<file path="src/rtl/pair_transition_monitor_if.sv">
// Sample-in / result-out channel between the correlation capture flow and
// pair_transition_monitor. The master drives the samples and consumes the
// results. The slave is the monitor.
interface pair_transition_monitor_if #(
    parameter int IN_W    = 5,
    parameter int OUT_W   = 1,
    parameter int COUNT_W = 8
);
    logic               smp_valid;
    logic [OUT_W-1:0]   y;
    logic               res_valid;
    logic               res_ready;
    logic [IN_W-1:0]    res_idx;
    logic [COUNT_W-1:0] res_count;

    modport master (
        output smp_valid, y, res_ready,
        input  res_valid, res_idx, res_count
    );

    modport slave (
        input  smp_valid, y, res_ready,
        output res_valid, res_idx, res_count
    );
endinterface

</file>
<file path="src/rtl/pair_transition_monitor.sv">
// pair_transition_monitor: for every vector i, sums the output bit toggles
// between the BEGIN sample (i) and the END sample (j) over all j. It then
// streams one saturating count per i.
// Optional build macro CORR_PAIR_TRACE_EN adds per-pair trace outputs.
module pair_transition_monitor #(
    parameter int IN_W    = 5,
    parameter int OUT_W   = 1,
    parameter int COUNT_W = 8
) (
    input  logic                          clk,
    input  logic                          rst_n,
    input  logic                          start,
    pair_transition_monitor_if.slave      bus,
    output logic                          busy,
    output logic                          done,
    output logic                          overrun
`ifdef CORR_PAIR_TRACE_EN
    ,
    output logic                          pair_valid,
    output logic [IN_W-1:0]               pair_i,
    output logic [IN_W-1:0]               pair_j,
    output logic [$clog2(OUT_W+1)-1:0]    pair_tog
`endif
);
    localparam int                 PC_W = $clog2(OUT_W + 1);
    localparam logic [IN_W-1:0]    LAST = '1;
    localparam logic [COUNT_W-1:0] SAT  = '1;

    typedef enum logic [2:0] {S_IDLE, S_FIRST, S_SECOND, S_EMIT, S_DONE} state_t;

    state_t             state;
    logic [OUT_W-1:0]   y_first;
    logic [IN_W-1:0]    i_q;
    logic [IN_W-1:0]    j_q;
    logic [COUNT_W-1:0] acc;
    logic               res_valid_q;
    logic [PC_W-1:0]    pc;
    logic [COUNT_W:0]   sum;

    // The result is presented straight from the live i and accumulator.
    // Neither register changes while EMIT waits for res_ready.
    assign bus.res_idx   = i_q;
    assign bus.res_count = acc;
    assign bus.res_valid = res_valid_q;

    // Toggle count of the current pair and the accumulator sum, one bit wider.
    // The extra bit catches overflow.
    always_comb begin
        pc = '0;
        for (int b = 0; b < OUT_W; b++)
            pc = pc + PC_W'(y_first[b] ^ bus.y[b]);
        sum = {1'b0, acc} + (COUNT_W + 1)'(pc);
    end

    // Sweep FSM. Every output is registered alongside the state.
    always_ff @(posedge clk or negedge rst_n) begin
        if (!rst_n) begin
            state       <= S_IDLE;
            y_first     <= '0;
            i_q         <= '0;
            j_q         <= '0;
            acc         <= '0;
            res_valid_q <= 1'b0;
            busy        <= 1'b0;
            done        <= 1'b0;
            overrun     <= 1'b0;
`ifdef CORR_PAIR_TRACE_EN
            pair_valid  <= 1'b0;
            pair_i      <= '0;
            pair_j      <= '0;
            pair_tog    <= '0;
`endif
        end else begin
`ifdef CORR_PAIR_TRACE_EN
            pair_valid <= 1'b0;
`endif
            case (state)
                S_IDLE: begin
                    // Samples here are ignored, and they do not set overrun.
                    if (start) begin
                        state <= S_FIRST;
                        busy  <= 1'b1;
                    end
                end
                S_FIRST: begin
                    if (bus.smp_valid) begin
                        y_first <= bus.y;
                        state   <= S_SECOND;
                    end
                end
                S_SECOND: begin
                    if (bus.smp_valid) begin
                        acc <= sum[COUNT_W] ? SAT : sum[COUNT_W-1:0];
`ifdef CORR_PAIR_TRACE_EN
                        pair_valid <= 1'b1;
                        pair_i     <= i_q;
                        pair_j     <= j_q;
                        pair_tog   <= pc;
`endif
                        if (j_q == LAST) begin
                            j_q         <= '0;
                            state       <= S_EMIT;
                            res_valid_q <= 1'b1;
                        end else begin
                            j_q   <= j_q + 1'b1;
                            state <= S_FIRST;
                        end
                    end
                end
                S_EMIT: begin
                    if (bus.smp_valid)
                        overrun <= 1'b1;
                    if (bus.res_ready) begin
                        res_valid_q <= 1'b0;
                        acc         <= '0;
                        i_q         <= i_q + 1'b1;
                        if (i_q == LAST) begin
                            state <= S_DONE;
                            busy  <= 1'b0;
                            done  <= 1'b1;
                        end else begin
                            state <= S_FIRST;
                        end
                    end
                end
                S_DONE: begin
                    // A restart clears the sticky overrun flag together with the sweep indices.
                    if (start) begin
                        state   <= S_FIRST;
                        overrun <= 1'b0;
                        i_q     <= '0;
                        j_q     <= '0;
                        acc     <= '0;
                        busy    <= 1'b1;
                        done    <= 1'b0;
                    end else if (bus.smp_valid) begin
                        overrun <= 1'b1;
                    end
                end
                default: state <= S_IDLE;
            endcase
        end
    end
endmodule
</file>
<file path="src/flat_wrapper.sv">
// flat-port wrapper written by rule: the top's interface ports become plain ports
module pair_transition_monitor_flat 
#(
    parameter int IN_W    = 5,
    parameter int OUT_W   = 1,
    parameter int COUNT_W = 8
)
  (clk, rst_n, start, busy, done, overrun, bus_smp_valid, bus_y, bus_res_ready, bus_res_valid, bus_res_idx, bus_res_count);
  pair_transition_monitor_if #(.IN_W(IN_W), .OUT_W(OUT_W), .COUNT_W(COUNT_W)) bus_i ();
  input  logic clk;
  input  logic rst_n;
  input  logic start;
  output logic busy;
  output logic done;
  output logic overrun;
  input wire logic [$bits(bus_i.smp_valid)-1:0] bus_smp_valid;
  input wire logic [$bits(bus_i.y)-1:0] bus_y;
  input wire logic [$bits(bus_i.res_ready)-1:0] bus_res_ready;
  output wire logic [$bits(bus_i.res_valid)-1:0] bus_res_valid;
  output wire logic [$bits(bus_i.res_idx)-1:0] bus_res_idx;
  output wire logic [$bits(bus_i.res_count)-1:0] bus_res_count;
  assign bus_i.smp_valid = bus_smp_valid;
  assign bus_i.y = bus_y;
  assign bus_i.res_ready = bus_res_ready;
  assign bus_res_valid = bus_i.res_valid;
  assign bus_res_idx = bus_i.res_idx;
  assign bus_res_count = bus_i.res_count;
  pair_transition_monitor #(.IN_W(IN_W), .OUT_W(OUT_W), .COUNT_W(COUNT_W)) u_core (.clk(clk), .rst_n(rst_n), .start(start), .bus(bus_i), .busy(busy), .done(done), .overrun(overrun));
endmodule
</file>
<file path="config.mk">
export PLATFORM = sky130hd
export DESIGN_NAME = pair_transition_monitor_flat
export DESIGN_NICKNAME = d
export VERILOG_FILES = /design/src/rtl/pair_transition_monitor_if.sv /design/src/rtl/pair_transition_monitor.sv /design/src/flat_wrapper.sv
export SDC_FILE = /design/constraint.sdc
export NUM_CORES = 1
export LEC_CHECK = 0
export CAP_MARGIN = 20
export CELL_PAD_IN_SITES_DETAIL_PLACEMENT = 1
export CELL_PAD_IN_SITES_GLOBAL_PLACEMENT = 1
export CORE_MARGIN = 10
export CORE_UTILIZATION = 40
export DETAILED_ROUTE_END_ITERATION = 16
export PLACE_DENSITY_LB_ADDON = 0.1
export SLEW_MARGIN = 20
export SYNTH_ARGS = -nofsm -noshare
export SYNTH_HDL_FRONTEND = slang
export SYNTH_SLANG_ARGS = --single-unit
</file>
<file path="constraint.sdc">
create_clock -name clk -period 2.3 [get_ports clk]
set_input_delay 0.69 -clock clk [delete_from_list [all_inputs] [get_ports clk]]
set_output_delay 0.69 -clock clk [all_outputs]
set_load 0.05 [all_outputs]
</file>
=== Yosys cells after proc, flatten, opt, wreduce, memory -nomap -nowiden ===
Index checks and enable logic that the tools add are counted.

* Register bits after elaboration: 26
* Bits of input ports: 6

* $add $sub $neg: 3
* Eq/ne operators: 13
* Muxes and demuxes: 33
* Bitwise gates (word level): 1
* Reductions and logical operators: 15

{| class="wikitable"
|+ Operators by type and width
! kind !! number
|-
| $mux 8 || 4
|-
| $pmux 8 s3 || 1
|-
| $mux 5 || 4
|-
| $pmux 5 s2 || 2
|-
| $reduce_and 4->1 || 5
|-
| $mux 3 || 5
|-
| $pmux 3 s4 || 1
|-
| $mux 1 || 11
|-
| $add 5x1->5 const B || 2
|-
| $eq 5x5->1 const B || 2
|-
| $add 8x1->9 || 1
|-
| $ne 2x2->1 const B || 4
|-
| $pmux 1 s2 || 4
|-
| $reduce_bool 2->1 || 4
|-
| $eq 3x2->1 const B || 2
|-
| $ne 2x1->1 const B || 3
|-
| $reduce_and 3->1 || 2
|-
| $eq 3x1->1 const B || 1
|-
| $eq 3x3->1 const B || 1
|-
| $logic_not 3->1 || 1
|-
| $reduce_bool 3->1 || 1
|-
| $mux 2 || 1
|-
| $reduce_and 2->1 || 1
|-
| $reduce_or 2->1 || 1
|-
| $xor 1x1->1 || 1
|}

=== Logic depth before layout (Yosys ltp) ===
Gate-level depths: netlist (run 1).

* Word-level depth: 5
* Depth in mapped cells: 7

=== Worst setup path before layout (run 1) ===
No wires, ideal clock.

* Path kind: input to register
* From: input bus_y
* To: register u_core.acc[4] (netlist: u_core.bus.res_count[4])
* Arrival time: 1,834 ps
* Data required time: 2,222 ps
* Path slack: 388 ps
* Cell stages on the path: 7
* Buffers on the path: 0
* Cells stage by stage: xor2_1 > ha_1 > ha_1 > and3_1 > and2_1 > a21o_1 > a21oi_1

* Cells in the longest elaborated chain, start to end: 5

{| class="wikitable"
|+ Ends and longest elaborated chain
! what !! line !! source
|-
| start: declaration || flat_wrapper.sv:17 || <nowiki>input wire logic [$bits(bus_i.y)-1:0] bus_y;</nowiki>
|-
| $xor 1x1->1 || pair_transition_monitor.sv:51 || <nowiki>pc = pc + PC_W'(y_first[b] ^ bus.y[b]);</nowiki>
|-
| $add 8x1->9 || pair_transition_monitor.sv:52 || <nowiki>sum = {1'b0, acc} + (COUNT_W + 1)'(pc);</nowiki>
|-
| $mux 8 || pair_transition_monitor.sv:93 || <nowiki>acc <= sum[COUNT_W] ? SAT : sum[COUNT_W-1:0];</nowiki>
|-
| $mux 8 || pair_transition_monitor.sv:92 || <nowiki>if (bus.smp_valid) begin</nowiki>
|-
| $pmux 8 s3 || pair_transition_monitor.sv:77 || <nowiki>case (state)</nowiki>
|-
| end signal: assignment || pair_transition_monitor.sv:93 ||
|-
| end: declaration || pair_transition_monitor.sv:35 || <nowiki>logic [COUNT_W-1:0] acc;</nowiki>
|}

Every way passes these cells. The select of a mux whose other input is x is not followed.
A chain may end at the register's enable or synchronous reset.

=== Final worst setup path (run 1) ===
* From: register u_core.i_q[0] (netlist: u_core.bus.res_idx[0])
* To: output bus_res_idx[0]

{| class="wikitable"
|+ RTL lines
! what !! line !! source
|-
| start: declaration || pair_transition_monitor.sv:33 || <nowiki>logic [IN_W-1:0] i_q;</nowiki>
|-
| start signal: assignment || pair_transition_monitor.sv:116 || <nowiki>i_q <= i_q + 1'b1;</nowiki>
|-
| end: declaration || flat_wrapper.sv:20 || <nowiki>output wire logic [$bits(bus_i.res_idx)-1:0] bus_res_idx;</nowiki>
|}

No word-level cell between the ends.

==> impl_metrics.py, run 1 <==
metrics = {
    "run_status": {
        "outcome": "complete, no violations",
    },
    "die": {
        "num_rows": 22,
        "io_pins": 23,
        "initial_core_util": 0.408,
        "core_area_sq_um": 3630,
        "die_w_um": 80.9,
        "floorplan.die_area_sq_um": 6550,
        "die_height_um": 80.9,
    },
    "detailed_routing": {
        "detailroute.via_count": 1265,
        "wire_per_inst_um": 15.9,
        "detail_route.wirelength_um": 3610,
        "post_drt_via_cell_ratio": 5.57,
        "antenna_violating_nets_post_route": 0,
        "first_iter_violations": 38,
        "drc_errors": 0,
        "firstDrtPassIters": 4,
    },
    "timing": {
        "max_slew.worst_pin.slew_ps": 578,
        "clock.fmax_mhz": 452,
        "max-slew-margin-rel": 0.615,
        "whs_ps": 499,
        "finalHoldViolations": 0,
        "post-route-worst-setup-slack_ps": 86.2,
        "setup_violations": 0,
        "minimum_clock_period_ps": 2210,
        "final.period_utilization": 0.963,
        "rsz_0062_raised_after_global_routing": "false",
        "setup_tns_ps": 0,
        "timing.final.max_slew_violations": 0,
        "setup_clock_skew_after_layout_ps": 2.57,
    },
    "yosys": {
        "post_synth_inst_count": 153,
        "synth.avg_cell_area_sq_um": 9.70,
        "synth_largest_area_cell": "dfrtp_1",
        "yosys_most_used_dff": "dfrtp_1",
        "synth.lib_cells_used.distinct": 42,
        "synth_nets": 165,
        "synthDominantCellAreaShare": 0.438,
        "synth.yosys.seq_area_share": 0.438,
        "synth_seq_cells": 26,
        "yosysWarningCount": 0,
        "synthesis.area_sq_um": 1480,
        "synth_edf_count": 0,
        "ys_async_sr_fraction": 1.00,
        "ys_top_cells_by_area": "dfrtp_1 44%, o21ai_0 5.4%, ha_1 5.1%",
    },
    "worst_setup_path": {
        "critical-path-slowest-cell": "clkdlybuf4s50_1",
        "worst-path-stages": 1,
        "critical_path_class": "reg2out",
        "crit_path_max_incr_delay_ps": 830,
        "worst_setup_path_end_kind": "output pin",
        "path_buf_inv": 1,
        "critPathMaxFanout": 5,
        "cp_required_ps": 1610,
        "critical_path.top_delay_family": "buffers and inverters",
        "r2r_cells": 4,
        "cp.arrival_ps": 1520,
        "cp_cell_sequence": "clkdlybuf4s50_1",
        "setup.worst_path.start_class": "flop",
    },
    "layout": {
        "finish.utilization": 0.498,
        "count_of_filler_cells_inserted_in_the_layout": 425,
        "area_growth_syn_to_fin_pct": 21.8,
        "final_layout_size_suffix_gt1_frac": 0.140,
        "finalNetCount": 193,
        "multiInputGateArea_sq_um": 767,
        "final_cell_mix": "26 x dfrtp_1, 18 x clkdlybuf4s50_1, 17 x nand2_1",
        "area.sequential_sq_um": 651,
        "layout_commonest_cell": "dfrtp_1",
        "postLayoutCellArea_sq_um": 1810,
        "fin_cells": 227,
        "antennaDiodeCount": 0,
    },
    "grt": {
        "total_global_routing_overflow": 0,
        "grt_pass1_wl_um": 6070,
        "global_route.usage.total": 0.117,
        "via_count_of_the_first_global_routing_pass": 1309,
        "maximum_number_of_pins_on_one_net_before_global_route_repair": 27,
        "antenna_found_initial": 0,
    },
    "flow_run": {
        "cap_viol_max_count": 0,
    },
    "placement": {
        "dp_slack_ps": -146,
        "gp_congestion": 0.750,
        "detailed_place.area_sq_um": 1770,
        "dp_hpwl_um": 2740,
        "io_buffer_count": 22,
        "numPlacedInstances": 224,
    },
    "worst_hold_path": {
        "hold_path_class": "reg2reg",
        "worst_hold_path.num_cells": 2,
    },
    "power_and_ir_drop": {
        "power-per-cell-area_nw_per_um2": 965,
        "max-vdd-ir-drop_mv": 0.445,
        "seq_power_share": 0.420,
        "total_power_mw": 1.75,
        "p_int_mw": 0.998,
        "power.combinational.fraction": 0.426,
        "total_switching_power_mw": 0.747,
        "total_leakage_power_nw": 0.809,
        "sw_share": 0.428,
        "power.clock.fraction": 0.154,
    },
    "clocking": {
        "cts_inserted_buffers": 3,
        "clkSinkCount": 26,
        "cts_setup_buffers": 0,
        "post_cts_clock_slew_at_the_launch_and_capture_registers_of_the_worst_setup_and_hold_paths_ps": 90,
        "clkLatencyLatePin_ps": 280,
        "h-tree-depth": 1,
        "postCtsResizedCells": 0,
        "clock_tree.root_cell": "clkbuf_8",
        "clock_tree_from_tritoncts": "yes",
        "max-clock-path-buffers": 2,
        "holdBufCountCts": 0,
    },
}
## cells by family (layout without fill, tap and decap cells)
group / Yosys count / count (layout) / synth area share
compound gates: 46 / 46 / 0.192
xor+xnor: 3 / 3 / 0.0177
fa+ha+maj: 6 / 6 / 0.0506
buf+inv: 12 / 38 / 0.0447
flops: 26 / 26 / 0.438
mux: 4 / 4 / 0.0287
simple gates: 56 / 56 / 0.228
## power by group through the flow
stage / clock [mW] / combinational [mW] / sequential (mW)
after CTS: 0.280 / 0.758 / 0.734
final: 0.268 / 0.744 / 0.733
after floorplan: 0 / 0.473 / 0.817
after global placement: 0 / 0.734 / 0.733
after detailed placement: 0 / 0.757 / 0.744
after global routing: 0.299 / 0.836 / 0.760
## synth_stat cells (2+ instances only)
cell type / instances
nand4_1: 2
and3_1: 5
o21ai_1: 2
nand3_1: 5
mux2i_1: 2
buf_2: 5
o2bb2ai_1: 2
buf_6: 2
inv_1: 5
nand4bb_1: 2
ha_1: 6
a21oi_1: 12
and2_1: 2
nand2_1: 17
o21ai_0: 16
dfrtp_1: 26
mux2_2: 2
nor3_1: 2
xor2_1: 3
o31ai_1: 3
nand2b_1: 3
a31oi_1: 3
nor2_1: 7
## per-layer routing
layer / vias to the layer above / global-route usage / part of all wire
met5: - / 0 / 0
li1: 607 / - / -
met1: 636 / 0.128 / 0.41
met2: 18 / 0.208 / 0.53
met3: 4 / 0.0353 / 0.045
met4: 0 / 0.0467 / 0.015
## state kept, by name, indices dropped and copies added, names as in the netlist, 3 cells and up
register / cells
u_core.bus.res_count: 8
u_core.bus.res_idx: 5
u_core.j_q: 5
u_core.state: 3
## path summary, 6_finish.rpt
| kind | from | end | slack, ps |
|---|---|---|---|
| min in group asynchronous | rst_n | u_core.bus.res_count[2] | 780 |
| max in group asynchronous | rst_n | u_core.bus.res_idx[4] | 1270 |
| min reg2reg | u_core.j_q[4] | u_core.j_q[4] | 500 |
| max | u_core.bus.res_idx[0] | bus_res_idx[0] | 90 |
| max reg2reg | u_core.state[0] | u_core.bus.res_count[5] | 550 |
| min | u_core.j_q[4] | u_core.j_q[4] | 500 |
## cell type report
cell class                      count  share of cell area
Multi-Input combinational cell    115               0.424
Clock buffer                        3              0.0228
Inverter                            5              0.0104
Timing Repair Buffer               30               0.149
Sequential cell                    26               0.360
Tap cell                           48              0.0332
Power figures use the tool's default switching activity.
==> run 2: changes to the inputs <==
--- a/config.mk
+++ b/config.mk
@@ -12,6 +12,7 @@
 export CORE_UTILIZATION = 40
 export DETAILED_ROUTE_END_ITERATION = 16
 export PLACE_DENSITY_LB_ADDON = 0.1
+export REMOVE_ABC_BUFFERS = 1
 export SLEW_MARGIN = 20
 export SYNTH_ARGS = -nofsm -noshare
 export SYNTH_HDL_FRONTEND = slang
==> impl_metrics.py, run 2 (synthesis results as in run 1) <==
metrics = {
    "timing": {
        "post-route-worst-setup-slack_ps": 99.9,
        "max_slew.worst_pin.slew_ps": 584,
        "whs_ps": 503,
        "clock.fmax_mhz": 455,
        "minimum_clock_period_ps": 2200,
        "setup_violations": 0,
        "timing.final.max_slew_violations": 0,
        "max-slew-margin-rel": 0.610,
        "finalHoldViolations": 0,
        "setup_tns_ps": 0,
        "final.period_utilization": 0.957,
        "setup_clock_skew_after_layout_ps": 9.05,
        "rsz_0062_raised_after_global_routing": "false",
    },
    "placement": {
        "dp_hpwl_um": 2730,
        "detailed_place.area_sq_um": 1770,
        "gp_congestion": 0.720,
        "io_buffer_count": 22,
        "dp_slack_ps": -159,
    },
    "worst_setup_path": {
        "critical_path_class": "reg2out",
        "path_buf_inv": 1,
        "setup.worst_path.start_class": "flop",
        "cp_cell_sequence": "clkdlybuf4s50_1",
        "cp_required_ps": 1610,
        "crit_path_max_incr_delay_ps": 830,
        "cp.arrival_ps": 1510,
        "worst_setup_path_end_kind": "output pin",
        "critical-path-slowest-cell": "clkdlybuf4s50_1",
        "critPathMaxFanout": 4,
        "critical_path.top_delay_family": "buffers and inverters",
    },
    "power_and_ir_drop": {
        "max-vdd-ir-drop_mv": 0.466,
        "total_leakage_power_nw": 0.820,
        "power-per-cell-area_nw_per_um2": 973,
    },
    "grt": {
        "grt_pass1_wl_um": 6310,
        "total_global_routing_overflow": 0,
        "global_route.usage.total": 0.120,
        "via_count_of_the_first_global_routing_pass": 1316,
        "maximum_number_of_pins_on_one_net_before_global_route_repair": 27,
        "antenna_found_initial": 0,
    },
    "worst_hold_path": {
        "hold_path_class": "reg2reg",
    },
    "layout": {
        "largest_register_ffs": 8,
        "antennaDiodeCount": 0,
        "postLayoutCellArea_sq_um": 1840,
        "final_cell_mix": "26 x dfrtp_1, 18 x clkdlybuf4s50_1, 17 x nand2_1",
        "layout_commonest_cell": "dfrtp_1",
        "finalNetCount": 194,
        "area_growth_syn_to_fin_pct": 23.7,
        "count_of_filler_cells_inserted_in_the_layout": 445,
        "final_layout_size_suffix_gt1_frac": 0.160,
    },
    "clocking": {
        "clkLatencyLatePin_ps": 270,
        "post_cts_clock_slew_at_the_launch_and_capture_registers_of_the_worst_setup_and_hold_paths_ps": 90,
        "h-tree-depth": 1,
        "max-clock-path-buffers": 2,
        "holdBufCountCts": 0,
        "cts_setup_buffers": 0,
        "clkSinkCount": 26,
        "cts_inserted_buffers": 3,
        "clock_tree.root_cell": "clkbuf_8",
        "clock_tree_from_tritoncts": "yes",
    },
    "detailed_routing": {
        "wire_per_inst_um": 15.6,
        "post_drt_via_cell_ratio": 5.52,
        "wl_met2_um": 1770,
        "drc_errors": 0,
        "detailroute.via_count": 1263,
        "detail_route.wirelength_um": 3570,
        "met3RoutedLength_um": 158,
        "first_iter_violations": 37,
        "firstDrtPassIters": 4,
        "antenna_violating_nets_post_route": 0,
        "topRoutingLayerUsed": "met4",
        "route.layer.met1.wl_um": 1590,
    },
    "die": {
        "die_height_um": 80.9,
        "core_area_sq_um": 3630,
        "io_pins": 23,
        "die_w_um": 80.9,
        "floorplan.die_area_sq_um": 6550,
        "initial_core_util": 0.408,
        "num_rows": 22,
    },
    "flow_run": {
        "cap_viol_max_count": 0,
    },
    "run_status": {
        "outcome": "complete, no violations",
    },
}
[run 2: cell count changes in the layout (fill, tap and decap cells not counted)]
cell      change
a21oi_1       -1
a21oi_2       +1
buf_4         +1
clkbuf_8      +1
nor2_1        -1
nor2_2        +1
o21ai_0       -1
o21ai_1       +1
[run 2: layout make-up]
class / count / area (sq um) / area share
Multi-Input combinational cell: 115 / 773 / 0.421
Timing Repair Buffer: 31 / 278 / 0.151
Clock buffer: 4 / 55.1 / 0.0300
Tap cell: 48 / 60.1 / 0.0327
Inverter: 5 / 18.8 / 0.0102
Sequential cell: 26 / 651 / 0.354
[run 2: per-stage QoR]
| step | std cells | utilization | power, mW |
|---|---|---|---|
| 2_1_floorplan | 146 | - | 1.23 |
| 3_3_place_gp | 225 | 0.488 | 1.47 |
| 4_1_cts | 229 | 0.503 | 1.81 |
| 5_1_grt | 229 | 0.505 | 1.93 |
| 6_report | 229 | 0.505 | 1.79 |
| 3_5_place_dp | 225 | 0.488 | 1.50 |
[run 2: final timing paths]
path                                           end  depth (start not counted)  slack [ps]               startpoint
max                               bus_res_count[6]                          1         100  u_core.bus.res_count[6]
min                                    u_core.done                          2         500              u_core.done
max reg2reg                u_core.bus.res_count[5]                          4         550          u_core.state[0]
min reg2reg                            u_core.done                          2         500              u_core.done
max in group asynchronous              u_core.busy                          2        1250                    rst_n
min in group asynchronous  u_core.bus.res_count[2]                          2         780                    rst_n
[run 2: repair_timing]
action | 4_1_cts | 5_1_grt
resized for setup | 0 | 3
hold endpoints to repair | 0 | 0
setup endpoints to repair | 0 | 4
[run 2: where the power goes]
part	switching [mW]	internal [mW]
Combinational	0.429	0.325
Sequential	0.172	0.563
Clock	0.144	0.153
[run 2: worst reg2reg max path: stages, from the launching register on]
cell	delay, ps
dfrtp_1	720
mux2i_1	240
o21ai_2	330
o21ai_0	150
a22o_1	200
[run 2: per-layer routing]
layer  up-vias  GRT usage
met5         -          0
met4         0     0.0415
met3         5     0.0309
met2        18      0.206
met1       629      0.142
li1        611          -
